File: src/rtl/cyx_fetch_if.sv
// rtl/cyx_fetch_if.sv - fetch unit ROM, decode and redirect signal bundle
interface cyx_fetch_if #(
  parameter int CNT_W = 32
);
  logic [31:0]      rom_adr;
  logic [31:0]      rom_dout;
  logic             if_valid;
  logic [31:0]      if_instr;
  logic [31:0]      if_pc;
  logic [31:0]      if_pc4;
  logic             id_ready;
  logic             redirect_valid;
  logic [31:0]      redirect_target;
  logic             align_err;
  logic [CNT_W-1:0] fetch_cnt;

  // fetch unit side
  modport master (
    output rom_adr,
    input  rom_dout,
    output if_valid,
    output if_instr,
    output if_pc,
    output if_pc4,
    input  id_ready,
    input  redirect_valid,
    input  redirect_target,
    output align_err,
    output fetch_cnt
  );

  // ROM / decode / execute side
  modport slave (
    input  rom_adr,
    output rom_dout,
    input  if_valid,
    input  if_instr,
    input  if_pc,
    input  if_pc4,
    output id_ready,
    output redirect_valid,
    output redirect_target,
    input  align_err,
    input  fetch_cnt
  );
endinterface

File: src/rtl/cyx_fetch_unit.sv
// rtl/cyx_fetch_unit.sv - instruction fetch stage with PC, output register and redirect
module cyx_fetch_unit #(
  parameter logic [31:0] RESET_PC = 32'h0000_0000,
  parameter int          CNT_W    = 32
) (
  input logic         clk,
  input logic         rst_n,
  cyx_fetch_if.master bus
);

  typedef enum logic [1:0] {
    ST_BOOT = 2'd0,
    ST_RUN  = 2'd1,
    ST_HOLD = 2'd2
  } state_t;

  state_t           r_state;
  state_t           w_state_nxt;
  logic [31:0]      r_pc;
  logic             r_if_valid;
  logic [31:0]      r_if_instr;
  logic [31:0]      r_if_pc;
  logic [31:0]      r_if_pc4;
  logic             r_align_err;
  logic [CNT_W-1:0] r_fetch_cnt;
  logic             w_load;
  logic             w_xfer;
  logic [31:0]      w_pc4;

  assign w_pc4 = r_pc + 32'd4;

  // state register
  always_ff @(posedge clk or negedge rst_n) begin
    if (!rst_n) r_state <= ST_BOOT;
    else        r_state <= w_state_nxt;
  end

  // next state: redirect always lands in RUN; HOLD tracks a stalled valid output
  always_comb begin
    w_state_nxt = r_state;
    if (bus.redirect_valid) begin
      w_state_nxt = ST_RUN;
    end else begin
      case (r_state)
        ST_BOOT: w_state_nxt = ST_RUN;
        ST_RUN:  if (r_if_valid && !bus.id_ready) w_state_nxt = ST_HOLD;
        ST_HOLD: if (bus.id_ready) w_state_nxt = ST_RUN;
        default: w_state_nxt = ST_BOOT;
      endcase
    end
  end

  // outputs of the FSM: load when the output register is free, never during a redirect
  always_comb begin
    w_load = (r_state != ST_BOOT) && (!r_if_valid || bus.id_ready) && !bus.redirect_valid;
    w_xfer = r_if_valid && bus.id_ready;
  end

  // PC: redirect wins over sequential advance; frozen otherwise
  always_ff @(posedge clk or negedge rst_n) begin
    if (!rst_n)                  r_pc <= RESET_PC;
    else if (bus.redirect_valid) r_pc <= {bus.redirect_target[31:2], 2'b00};
    else if (w_load)             r_pc <= w_pc4;
  end

  // output register: redirect only drops valid, data stays stale
  always_ff @(posedge clk or negedge rst_n) begin
    if (!rst_n) begin
      r_if_valid <= 1'b0;
      r_if_instr <= 32'd0;
      r_if_pc    <= 32'd0;
      r_if_pc4   <= 32'd0;
    end else if (bus.redirect_valid) begin
      r_if_valid <= 1'b0;
    end else if (w_load) begin
      r_if_valid <= 1'b1;
      r_if_instr <= bus.rom_dout;
      r_if_pc    <= r_pc;
      r_if_pc4   <= w_pc4;
    end
  end

  // sticky misaligned-redirect flag
  always_ff @(posedge clk or negedge rst_n) begin
    if (!rst_n)                                                 r_align_err <= 1'b0;
    else if (bus.redirect_valid && (bus.redirect_target[1:0] != 2'b00)) r_align_err <= 1'b1;
  end

  // transfer counter; a redirect in the same cycle does not cancel the transfer
  always_ff @(posedge clk or negedge rst_n) begin
    if (!rst_n)      r_fetch_cnt <= '0;
    else if (w_xfer) r_fetch_cnt <= r_fetch_cnt + 1'b1;
  end

  assign bus.rom_adr   = r_pc;
  assign bus.if_valid  = r_if_valid;
  assign bus.if_instr  = r_if_instr;
  assign bus.if_pc     = r_if_pc;
  assign bus.if_pc4    = r_if_pc4;
  assign bus.align_err = r_align_err;
  assign bus.fetch_cnt = r_fetch_cnt;

endmodule

File: src/flat_wrapper.sv
// flat-port wrapper written by rule: the top's interface ports become plain ports
module cyx_fetch_unit_flat 
#(
  parameter logic [31:0] RESET_PC = 32'h0000_0000,
  parameter int          CNT_W    = 32
)
  (clk, rst_n, bus_rom_adr, bus_rom_dout, bus_if_valid, bus_if_instr, bus_if_pc, bus_if_pc4, bus_id_ready, bus_redirect_valid, bus_redirect_target, bus_align_err, bus_fetch_cnt);
  cyx_fetch_if #(.CNT_W(CNT_W)) bus_i ();
  input logic clk;
  input logic rst_n;
  output wire logic [$bits(bus_i.rom_adr)-1:0] bus_rom_adr;
  input wire logic [$bits(bus_i.rom_dout)-1:0] bus_rom_dout;
  output wire logic [$bits(bus_i.if_valid)-1:0] bus_if_valid;
  output wire logic [$bits(bus_i.if_instr)-1:0] bus_if_instr;
  output wire logic [$bits(bus_i.if_pc)-1:0] bus_if_pc;
  output wire logic [$bits(bus_i.if_pc4)-1:0] bus_if_pc4;
  input wire logic [$bits(bus_i.id_ready)-1:0] bus_id_ready;
  input wire logic [$bits(bus_i.redirect_valid)-1:0] bus_redirect_valid;
  input wire logic [$bits(bus_i.redirect_target)-1:0] bus_redirect_target;
  output wire logic [$bits(bus_i.align_err)-1:0] bus_align_err;
  output wire logic [$bits(bus_i.fetch_cnt)-1:0] bus_fetch_cnt;
  assign bus_rom_adr = bus_i.rom_adr;
  assign bus_i.rom_dout = bus_rom_dout;
  assign bus_if_valid = bus_i.if_valid;
  assign bus_if_instr = bus_i.if_instr;
  assign bus_if_pc = bus_i.if_pc;
  assign bus_if_pc4 = bus_i.if_pc4;
  assign bus_i.id_ready = bus_id_ready;
  assign bus_i.redirect_valid = bus_redirect_valid;
  assign bus_i.redirect_target = bus_redirect_target;
  assign bus_align_err = bus_i.align_err;
  assign bus_fetch_cnt = bus_i.fetch_cnt;
  cyx_fetch_unit #(.RESET_PC(RESET_PC), .CNT_W(CNT_W)) u_core (.clk(clk), .rst_n(rst_n), .bus(bus_i));
endmodule
File: config.mk
export PLATFORM = sky130hd
export DESIGN_NAME = cyx_fetch_unit_flat
export DESIGN_NICKNAME = d
export VERILOG_FILES = /design/src/rtl/cyx_fetch_if.sv /design/src/rtl/cyx_fetch_unit.sv /design/src/flat_wrapper.sv
export SDC_FILE = /design/constraint.sdc
export NUM_CORES = 1
export LEC_CHECK = 0
export CORE_ASPECT_RATIO = 1.2
export CORE_MARGIN = 5
export CORE_UTILIZATION = 23
export DETAILED_ROUTE_END_ITERATION = 7
export DONT_BUFFER_PORTS = 1
export PLACE_DENSITY_LB_ADDON = 0.1
export SLEW_MARGIN = 20
export SYNTH_ARGS = -nofsm -noshare
export SYNTH_HDL_FRONTEND = slang
export SYNTH_SLANG_ARGS = --single-unit
File: constraint.sdc
create_clock -name clk -period 1.93 [get_ports clk]
set_clock_uncertainty 0.2 [all_clocks]
set_input_delay 0.386 -clock clk [delete_from_list [all_inputs] [get_ports clk]]
set_output_delay 0.386 -clock clk [all_outputs]
set_load 0.005 [all_outputs]
# == After elaboration in Yosys (flattened, before gate mapping) ==
# Index checks and enable logic that the tools add are counted.
# totals
regBits,164
inputBits,68
output_inout_bits,162
wordCells,38
# op_classes
addsub,2
n_eq_ne,4
mux,8
n_bitwise,1
n_reduce_logical,15
# op_table
operator,n
32-bit 2-to-1 mux,2
"32-bit by 1-bit adder with 32-bit output, second input constant",1
"32-bit by 3-bit adder with 32-bit output, second input constant",1
2-bit 2-to-1 mux,3
2-bit case mux with 3 select lines,1
2-bit nonzero test,3
1-bit logical AND,5
2-bit AND reduction,2
1-bit logical NOT,3
"3-bit by 2-bit inequality test with 1-bit output, second input constant",1
"3-bit inequality test, second input constant",1
"2-bit by 1-bit == test with 1-bit output, second input constant",1
"2-bit == test, second input constant",1
2-bit logical NOT,1
1-bit 2-to-1 mux,2
1-bit logical OR,1
1-bit inverter,1

# == Longest topological paths before layout ==
# Gate-level depths: netlist (run 1).
# depth
word_depth,6
depth_mapped,8
ltp_nobuf,6

# == Worst setup path before layout (run 1) ==
# Ideal clock, no wire load.
# synth_path
path_type,register to register
startpoint,"register u_core.r_pc[10], in the netlist u_core.bus.rom_adr[10]"
endpoint,"register u_core.r_if_pc4[31], in the netlist u_core.bus.if_pc4[31]"
setup_ns,0.087
arrival_time_ns,1.716
t_required_ns,1.643
path_slack_ns,-0.073
path_stages_with_launch,9
path_buffers,3
period_less_slack_ns,2.003
cell_sequence,dfrtp_1 -> buf_4 -> and4_1 -> buf_4 -> and4_1 -> buf_4 -> nand2_4 -> or4_4 -> o211ai_1
# synth_between
elab_chain_len,1
# synth_rtl
item,line_no,text
from (decl),cyx_fetch_unit.sv:19,logic [31:0] r_pc;
from (signal assigned),cyx_fetch_unit.sv:62,"else if (bus.redirect_valid) r_pc <= {bus.redirect_target[31:2], 2'b00};"
from (signal assigned),cyx_fetch_unit.sv:63,else if (w_load) r_pc <= w_pc4;
32-bit by 3-bit adder with 32-bit output,cyx_fetch_unit.sv:30,assign w_pc4 = r_pc + 32'd4;
to (signal assigned),cyx_fetch_unit.sv:79,r_if_pc4 <= w_pc4;
to (decl),cyx_fetch_unit.sv:23,logic [31:0] r_if_pc4;
# Every way passes these cells.
# A chain may end at the register's enable or synchronous reset.

# == Worst setup path in the final report (run 1) ==
# layout_path
startpoint,"register u_core.r_if_valid, in the netlist u_core.bus.if_valid"
endpoint,"register u_core.r_pc[25], in the netlist u_core.bus.rom_adr[25]"
# layout_between
elab_chain_len,5
# layout_rtl
item,line_no,text
from (decl),cyx_fetch_unit.sv:20,logic r_if_valid;
from (signal assigned),cyx_fetch_unit.sv:69,r_if_valid <= 1'b0;
from (signal assigned),cyx_fetch_unit.sv:74,r_if_valid <= 1'b0;
from (signal assigned),cyx_fetch_unit.sv:76,r_if_valid <= 1'b1;
1-bit logical NOT,cyx_fetch_unit.sv:55,w_load = (r_state != ST_BOOT) && (!r_if_valid || bus.id_ready) && !bus.redirect_valid;
1-bit logical OR,cyx_fetch_unit.sv:55,
1-bit logical AND (2 in series),cyx_fetch_unit.sv:55,
2-bit nonzero test (no line),--,
# Every way passes these cells.

==> flow_summary.yaml, run 1 <==
sta:
  layout_worst_path_cycle_share: 0.998
  max_freq_mhz: 519
  hold-worst-slack_ns: -0.544
  report.final.hold_viol_count: 158
  timing.final.max_slew_violations: 0
  timing.final.setup_violations: 0
  post-route-min-period_ns: 1.93
  grt_setup_unrepaired: "yes"
final_layout:
  final_cell_area_um2: 10100
  area_growth_pct: 38.5
  layout.nets: 1012
  post_route_cells_drive_above_1_share: 0.207
placement:
  dpl-instance-area_um2: 8370
  post-dp-hpwl_um: 17700
  port_buffers: 0
  gp_congestion: 0.749
run_status:
  run_status: "finished, violations left"
  failed_checks: "negative hold slack"
logic_synthesis:
  post_synth_xor_area_fraction: 0.0970
  syn_area_cell_um2: 9.29
  number_of_enable_flip_flop_cells_after_synthesis: 0
  post_synth_instance_area_um2: 7320
  yosys-mux-area-fraction: 0.00598
  synth_top_flop_cell: "dfrtp_1"
  ys.warnings.count: 0
  synth_compound_gate_area_share: 0.0448
  yosys.area.top_type: "dfrtp_1"
  post_synth_main_area_contributors: "dfrtp_1, nand2_1, xnor2_1"
  synthDominantCellAreaShare: 0.540
  main_combinational_cell_family_by_area_after_synthesis: "simple AND/OR/NAND/NOR gates"
  post_synth_fa_ha_maj_area_fraction: 0.00342
  yosys.area_share.simple: 0.267
  syn-instance-count: 788
  yosys_register_bits: 158
  yosysSeqAreaShare: 0.540
  yosysUniqueCellTypes: 48
  synth_async_sr_flop_share: 1.00
clock_network:
  h_tree_depth: 4
  cts-root-buf: "clkbuf_16"
  cts_tree: "done"
  clkTransAtPathRegs_ns: 0.07
  worstSkewPairLatency_ns: 0.44
  cts_buffer_depth: 2
  cts_made_buffers: 17
  numClockSinks: 158
worst_setup_path:
  startpoint_type: "flop"
  worst_ep_required_time_ns: 2.10
  timing.critical_path.fanout_max: 6
  crit_arrival_ns: 2.09
  endpoint_kind: "flop"
  timing.setup.critical_path_class: "flop to flop"
hold_path:
  hold_class: "input pin to asynchronous set/reset pin"
floorplanning:
  fp.dieW_um: 173
  coreArea_um2: 31400
  die_height_um: 205
  io-pin-count: 230
  effective_utilization_at_floorplan: 0.233
  fp-row-count: 71
  die_area_um2: 35500
drt:
  route.vias.total: 5991
  finalWirelength_um: 24900
  dr.first_iter.drc_count: 312
  routed_via_density: 4.41
  postRouteAntennaNets: 0
  post_drt_wl_per_cell_um: 18.3
  drt_pre_antenna_iters: 5
  drc: 0
global_routing:
  grt_pass1_wl_um: 37900
  grt_antenna_before_repair: 3
  via_count_of_the_first_global_routing_pass: 6142
  grt_overflow: 0
  global_router_s_overall_resource_usage: 0.137
  grt_max_degree: 159
power_and_ir_drop:
  static-leakage-power_uw: 0.00454
  max-vdd-ir-drop_uv: 448
  cellPowerDensity_nw_per_um2: 922
run:
  cap_violations: 0
## worst paths after layout
path | start | to | slack [ns] | cells after the start
setup / recovery | u_core.bus.if_valid | u_core.bus.rom_adr[25] | 0.005 | 6
hold / removal | rst_n | u_core.bus.if_pc[7] | -0.54 | 0
setup reg to reg | u_core.bus.if_valid | u_core.bus.rom_adr[25] | 0.005 | 6
hold reg to reg | u_core.bus.if_pc[19] | u_core.bus.if_pc[19] | 0.30 | 2
max in group asynchronous | rst_n | u_core.bus.if_instr[0] | 1.80 | 0
min in group clk | bus_redirect_valid | u_core.bus.rom_adr[25] | 0.04 | 3
## worst max-delay path, cell delays in order (launching register included)
cell	delay, ns
dfrtp_1	0.39
nor2b_4	0.15
buf_6	0.11
nor3_4	0.27
nand4_4	0.17
or4b_1	0.48
nand3_1	0.08
## synthesized netlist by cell type, types with 3 or more instances
master,n
nand4_1,25
nor4_1,5
inv_1,3
nor3_1,9
nor2b_1,4
nand2_1,274
buf_4,13
nor2_1,18
xnor2_1,50
and4_1,9
and2_1,7
buf_1,3
o21ai_0,55
dfrtp_1,158
nand3_1,32
clkbuf_1,22
buf_2,18
mux2_2,3
xor2_1,31
or3_1,3
and3_1,13
## sequential cells by signal, summed over array words and instances (netlist names)
signal / count
u_core.bus.align_err: 1
u_core.bus.if_pc: 30
u_core.bus.rom_adr: 30
u_core.bus.if_pc4: 30
u_core.bus.if_valid: 1
u_core.r_state: 2
u_core.bus.if_instr: 32
u_core.bus.fetch_cnt: 32
## cells by family (layout without fill, tap and decap cells)
group | count (synthesis) | in the layout
AO/OA/AOI/OAI | 63 | 63
XOR/XNOR | 81 | 81
adder cells (fa/ha/maj) | 2 | 2
buffers and inverters | 60 | 222
flip-flops | 158 | 158
multiplexers | 4 | 4
other | 1 | 9
AND/OR/NAND/NOR | 419 | 419
## cell type report
type / count / area, um^2
diodes: 3 / 7.51
clock buffers: 20 / 457
clock inverters: 12 / 159
fillers: 3254 / 21200
inverters: 3 / 11.3
multi-input cells: 575 / 3350
flip-flops and latches: 158 / 3960
well taps: 401 / 502
repair buffers: 187 / 1690
## routing by layer
| layer | track usage | wire (um) |
|---|---|---|
| met5 | 0 | 0 |
| met1 | 0.162 | 10400 |
| met3 | 0.0538 | 1790 |
| met2 | 0.229 | 12300 |
| met4 | 0.0432 | 379 |
## timing repair
item                       in CTS  in global routing
setup buffers                   1                 10
pin swaps                       8                 23
hold endpoints to repair      224                187
cloned                          0                  0
setup endpoints to repair      56                 42
hold buffers                   55                 22
resized for setup              22                 50
## through the flow
stage | setup slack (ns) | TNS (ns) | total power, uW | std cells | util
2_1_floorplan | -0.0198 | -0.0354 | 4910 | 793 | -
3_3_place_gp | -0.130 | -0.545 | 5530 | 1236 | 0.267
3_5_place_dp | -0.139 | -1.06 | 5570 | 1236 | 0.267
4_1_cts | -0.0525 | -0.106 | 9410 | 1324 | 0.307
5_1_grt | -0.109 | -0.497 | 9850 | 1359 | 0.323
6_report | 0.00461 | 0 | 9340 | 1359 | 0.323
## cell usage in the layout, fill, tap and decap left out, types with 13 or more instances in the layout
| cell type | n |
|---|---|
| buf_4 | 98 |
| clkbuf_16 | 17 |
| dfrtp_1 | 157 |
| dlygate4sd3_1 | 76 |
| nand2_1 | 273 |
| nand3_1 | 23 |
| nand4_1 | 25 |
| nor2_1 | 15 |
| o21ai_0 | 43 |
| o21ai_1 | 13 |
| xnor2_1 | 50 |
| xor2_1 | 30 |
## where the power goes
group	leakage, uW	switching, uW	internal, uW
clock network	0.000297	1530	2120
registers	0.00197	423	3770
logic	0.00228	798	709
No activity file was read; power rests on OpenSTA's default activity.
==> inputs of run 2 (changes only) <==
- CORE_UTILIZATION: 23 -> 57
- HOLD_SLACK_MARGIN: not set -> 0.06
==> run 2 against run 1 <==
Against the previous run:
- the flow still finishes with violations (negative hold slack)
- worst setup slack improved by 0.0086 ns
- register-to-register slack barely moved
- cell count fell by 19%
- global-route usage rose by 13 points
- via count rose by 2.9%
- core utilization rose by 44 points
- sequential cell count did not move
- fmax rose by 0.45%
- final area fell by 5.0%
- routed wire length fell by 17%
- combinational power fell by 9%
- critical endpoint is now u_core.bus.if_pc4[28]
- largest cell class unchanged
- largest power group unchanged
==> flow_summary.yaml, run 2 (synthesized netlist as in run 1, its figures left out) <==
run_status:
  run_status: "finished, violations left"
  failed_checks: "negative hold slack"
drt:
  dr.first_iter.drc_count: 441
  routed_via_density: 5.59
  finalWirelength_um: 20800
  drc: 0
  postRouteAntennaNets: 0
  drt_pre_antenna_iters: 4
  route.vias.total: 6167
  post_drt_wl_per_cell_um: 18.8
worst_setup_path:
  slowest_delay_ns: 0.38
  worst_ep_required_time_ns: 2.06
  critPathSlowestCell: "dfrtp_1"
  crit_arrival_ns: 2.05
  endpoint_kind: "flop"
  ff2ff_path_depth: 7
  timing.rr.start: "u_core.bus.rom_adr[18]"
  startpoint_type: "flop"
  cp_num_buf_inv: 2
  timing.setup.critical_path_class: "flop to flop"
  timing.critical_path.fanout_max: 6
  timing.rr.end: "u_core.bus.if_pc4[28]"
  r2r_slack_ns: 0.01
  cp_cell_sequence: "buf_6, nand4_1, nor3_1, buf_4, nand3_1, xor2_1, o21ai_0"
  worst_path_dominant_cell_family: "simple AND/OR/NAND/NOR gates"
hold_path:
  hold_class: "input pin to asynchronous set/reset pin"
power_and_ir_drop:
  pwr-share-clk: 0.378
  static-leakage-power_uw: 0.00445
  cellPowerDensity_nw_per_um2: 929
  power_frac_seq: 0.469
  power.switching_uw: 2620
  swShare: 0.292
  power.total_uw: 8950
  internal-power_uw: 6330
  combinationalPowerShare: 0.153
  max-vdd-ir-drop_uv: 654
final_layout:
  area_growth_pct: 31.6
  post_layout_nonfiller_instances: 1104
  post_route_cells_drive_above_1_share: 0.196
  mostFrequentLayoutCell: "nand2_1"
  antennaDiodeCount: 0
  layout.nets: 997
  mostFrequentLayoutCells: "nand2_1, dfrtp_1, buf_4"
global_routing:
  grt_busiest_layer: "met2"
  gr-usage-met2: 0.437
  via_count_of_the_first_global_routing_pass: 6144
  gr-usage-met3: 0.0880
  global_router_s_overall_resource_usage: 0.262
  groute.layer.met1.usage: 0.305
  grt_overflow: 0
  grt_max_degree: 159
  grt_pass1_wl_um: 31500
  grt_antenna_before_repair: 0
clock_network:
  cts-root-buf: "clkbuf_16"
  clkTransAtPathRegs_ns: 0.07
  numClockSinks: 158
  h_tree_depth: 4
  cts_buffer_depth: 2
  cts_made_buffers: 17
  cts_tree: "done"
  worstSkewPairLatency_ns: 0.42
sta:
  max_freq_mhz: 522
  hold-worst-slack_ns: -0.538
  setup_tns_ns: 0
  report.final.hold_viol_count: 158
  post-route-min-period_ns: 1.92
  timing.final.setup_violations: 0
  grt_setup_unrepaired: "yes"
  timing.final.max_slew_violations: 0
  layout_worst_path_cycle_share: 0.993
floorplanning:
  die_height_um: 134
  effective_utilization_at_floorplan: 0.580
  fp.dieW_um: 113
  fp-row-count: 45
  die_area_um2: 15200
  coreArea_um2: 12600
  io-pin-count: 230
run:
  cap_violations: 0
placement:
  port_buffers: 0
  gp_congestion: 0.844
  dpl.cell_count: 984
  post-dp-hpwl_um: 13900
==> run 2: cell count changes in the layout (fill, tap and decap cells not counted), moves of 3 or more <==
cell,change
o21ai_0,+5
buf_4,-9
diode_2,-3
o21ai_1,-5
dlygate4sd3_1,-5
==> run 2: worst max path at each step <==
| stage | slack (ns) | end | cells past startpoint | from |
|---|---|---|---|---|
| final | 0.01 | u_core.bus.if_pc4[28] | 7 | u_core.bus.rom_adr[18] |
| after CTS | 0.001 | u_core.bus.rom_adr[26] | 6 | u_core.bus.rom_adr[2] |
| after detailed placement | -0.09 | u_core.bus.rom_adr[18] | 5 | u_core.bus.if_valid |
| after floorplan | -0.02 | u_core.bus.rom_adr[25] | 8 | u_core.bus.rom_adr[9] |
| after global routing | -0.12 | u_core.bus.if_pc4[30] | 7 | u_core.bus.rom_adr[16] |
| after global placement | -0.02 | u_core.bus.if_pc4[28] | 6 | u_core.bus.rom_adr[2] |
==> run 2: layout make-up <==
| class | instances | area (um^2) |
|---|---|---|
| Clock buffer | 18 | 429 |
| Clock inverter | 14 | 159 |
| Fill cell | 898 | 2980 |
| Inverter | 3 | 11.3 |
| Multi-Input combinational cell | 575 | 3310 |
| Sequential cell | 158 | 3960 |
| Tap cell | 164 | 205 |
| Timing Repair Buffer | 172 | 1560 |
==> run 2: timing repair <==
item,in CTS,in global routing
setup endpoints to repair,32,40
buffers inserted,1,15
cloned,0,0
gates resized for setup,13,43
hold buffers,47,26
pin swaps,4,25
hold endpoints to repair,224,187
==> run 2: layer usage <==
metal  part of all wire  vias to the layer above
met5                  0                        -
met4              0.031                        0
met3              0.080                       50
li1                   -                     2857
met1               0.38                     3022
met2               0.51                      238
==> run 2: stage by stage <==
| stage | utilization | area [um^2] | worst slack (ns) | hold WS (ns) |
|---|---|---|---|---|
| floorplan | - | 7390 | -0.0198 | -0.110 |
| global route | 0.763 | 9630 | -0.115 | -0.553 |
| detailed placement | 0.632 | 7970 | -0.0885 | -0.104 |
| finish | 0.763 | 9630 | 0.0132 | -0.538 |
| global placement | 0.632 | 7970 | -0.0208 | -0.105 |
| CTS | 0.720 | 9080 | 0.00111 | -0.548 |
==> run 2: power by group through the flow <==
stage / registers, uW / clock network, uW / logic (uW)
2_1_floorplan: 4170 / 0 / 743
3_3_place_gp: 4230 / 0 / 1090
3_5_place_dp: 4250 / 0 / 1150
4_1_cts: 4200 / 3410 / 1260
5_1_grt: 4250 / 3550 / 1520
6_report: 4200 / 3380 / 1370
==> inputs of run 3 (changes only) <==
- BUFFER_PORTS_ARGS: not set -> -buffer_cell sky130_fd_sc_hd__buf_2
- CORE_UTILIZATION: 57 -> 46
- DONT_BUFFER_PORTS: 1 -> not set
==> run 3 against run 2 <==
Against the previous run:
- the run now ends clean
- sequential power decreased by 3%
- critical path depth is 1 lower
- highest routed layer unchanged
- register-to-register slack about the same
- global-route usage fell by 2.4 points
- power is 2.9% higher
- first-iteration DRC count down 9.1%
- via count increased by 8.1%
- worst setup slack worse by 0.0089 ns
==> flow_summary.yaml, run 3 (synthesized netlist as in run 1, its figures left out) <==
final_layout:
  layout.nets: 1221
  post_route_cells_drive_above_1_share: 0.345
  final.fill_count: 1319
  antennaDiodeCount: 0
  area_growth_pct: 46.5
  mostFrequentLayoutCell: "nand2_1"
  post_layout_nonfiller_instances: 1372
  final_cell_area_um2: 10700
  mostFrequentLayoutCells: "nand2_1, buf_2, dfrtp_1"
clock_network:
  clkTransAtPathRegs_ns: 0.07
  numClockSinks: 158
  worstSkewPairLatency_ns: 0.42
  cts_tree: "done"
  h_tree_depth: 4
  cts-root-buf: "clkbuf_16"
  cts_buffer_depth: 2
  cts_made_buffers: 17
worst_setup_path:
  crit_arrival_ns: 2.08
  endpoint_kind: "flop"
  worst_ep_required_time_ns: 2.08
  startpoint_type: "flop"
  ff2ff_path_depth: 6
  timing.rr.start: "u_core.bus.if_valid"
  worstSetupStartpoint: "u_core.bus.if_valid"
  timing.setup.critical_path_class: "flop to flop"
  timing.critical_path.fanout_max: 5
drt:
  routed_via_density: 4.86
  finalWirelength_um: 21500
  drt_pre_antenna_iters: 4
  postRouteAntennaNets: 0
  post_drt_wl_per_cell_um: 15.7
  route.vias.total: 6665
  dr.first_iter.drc_count: 401
  drc: 0
power_and_ir_drop:
  pwr-share-clk: 0.342
  power_frac_seq: 0.441
  max-vdd-ir-drop_uv: 540
  static-leakage-power_uw: 0.00540
  swShare: 0.290
  power.total_uw: 9210
  internal-power_uw: 6540
  combinationalPowerShare: 0.217
  power.switching_uw: 2670
  cellPowerDensity_nw_per_um2: 859
global_routing:
  global_router_s_overall_resource_usage: 0.237
  grt_overflow: 0
  grt_pass1_wl_um: 35700
  grt_antenna_before_repair: 0
  grt_max_degree: 71
  via_count_of_the_first_global_routing_pass: 6844
sta:
  grt_setup_unrepaired: "yes"
  hold-worst-slack_ns: 0.0923
  timing.final.setup_violations: 0
  post-route-min-period_ns: 1.93
  max_freq_mhz: 519
  timing.final.max_slew_violations: 0
  layout_worst_path_cycle_share: 0.998
  setup_ws_ns: 0.00436
  report.final.hold_viol_count: 0
floorplanning:
  fp.dieW_um: 125
  die_area_um2: 18500
  coreArea_um2: 15600
  io-pin-count: 230
  effective_utilization_at_floorplan: 0.468
  fp-row-count: 50
  die_height_um: 148
placement:
  dpl.cell_count: 1261
  gp_congestion: 0.838
  port_buffers: 223
  post-dp-hpwl_um: 15000
  dp_slack_ns: -0.177
  dpl-instance-area_um2: 9260
hold_path:
  hold_class: "input pin to flop"
  holdPathStages: 3
  holdCritStartpoint: "bus_id_ready"
run_status:
  run_status: "complete, no violations"
run:
  cap_violations: 0
-- run 3: cell types whose count changed in the layout (fill, tap and decap cells not counted), moves of 4 or more --
| cell | delta |
|---|---|
| dlygate4sd3_1 | -6 |
| o21ai_0 | +7 |
| o21ai_1 | -7 |
| inv_6 | -4 |
| buf_2 | +222 |
| buf_4 | +4 |
-- run 3: worst paths after layout --
path / endpoint / slack [ns]
worst max-delay path: u_core.bus.rom_adr[25] / 0.004
worst min-delay path: u_core.r_state[1] / 0.09
worst max register to register: u_core.bus.rom_adr[25] / 0.004
worst min register to register: u_core.bus.fetch_cnt[31] / 0.27
max in group asynchronous: u_core.bus.fetch_cnt[22] / 0.72
min in group asynchronous: u_core.bus.if_pc[12] / 0.23
-- run 3: repair_timing --
item                                    in CTS  in global routing
hold buffers                                65                  0
gates resized for setup                      9                 29
buffers inserted                             2                 12
pin swaps                                    6                 14
endpoints found under the hold margin      221                  0
endpoints found under the setup margin      31                 54
-- run 3: layer usage --
metal,global-route usage,vias to the layer above,share of wire
met3,0.0582,45,0.055
met1,0.296,3124,0.42
met4,0.106,0,0.035
met2,0.393,197,0.49
met5,0,-,0
li1,-,3299,-
-- run 3: layout make-up --
class / count / area (um^2) / share of cell area
sequential: 158 / 3950 / 0.369
clock buffer: 22 / 454 / 0.0424
multi-input combinational: 575 / 3250 / 0.304
clock inverter: 10 / 91.3 / 0.00852
inverter: 3 / 11.3 / 0.00105
timing repair buffer: 396 / 2700 / 0.251
tap: 208 / 260 / 0.0243
-- run 3: critical path, cell delays in order (launching register included) --
cell and delay [ns]:
dfrtp_1 0.38, nor2b_4 0.13, buf_6 0.12, nor3_4 0.24, nand4_4 0.16, or4b_1 0.54
nand3_1 0.08
-- run 3: power by group through the flow --
stage / combinational (uW) / sequential, uW / clock [uW]
2_1_floorplan: 743 / 4170 / 0
3_3_place_gp: 1830 / 4110 / 0
3_5_place_dp: 1860 / 4110 / 0
4_1_cts: 1980 / 4060 / 3210
5_1_grt: 2230 / 4130 / 3360
6_report: 2000 / 4060 / 3150
-- run 3: metrics by stage --
| stage | utilization | TNS [ns] |
|---|---|---|
| after detailed placement | 0.592 | -4.12 |
| after CTS | 0.672 | -0.0329 |
| after global routing | 0.686 | -0.791 |
| after global placement | 0.592 | -3.63 |
| after floorplan | - | -0.0354 |
| final | 0.686 | 0 |
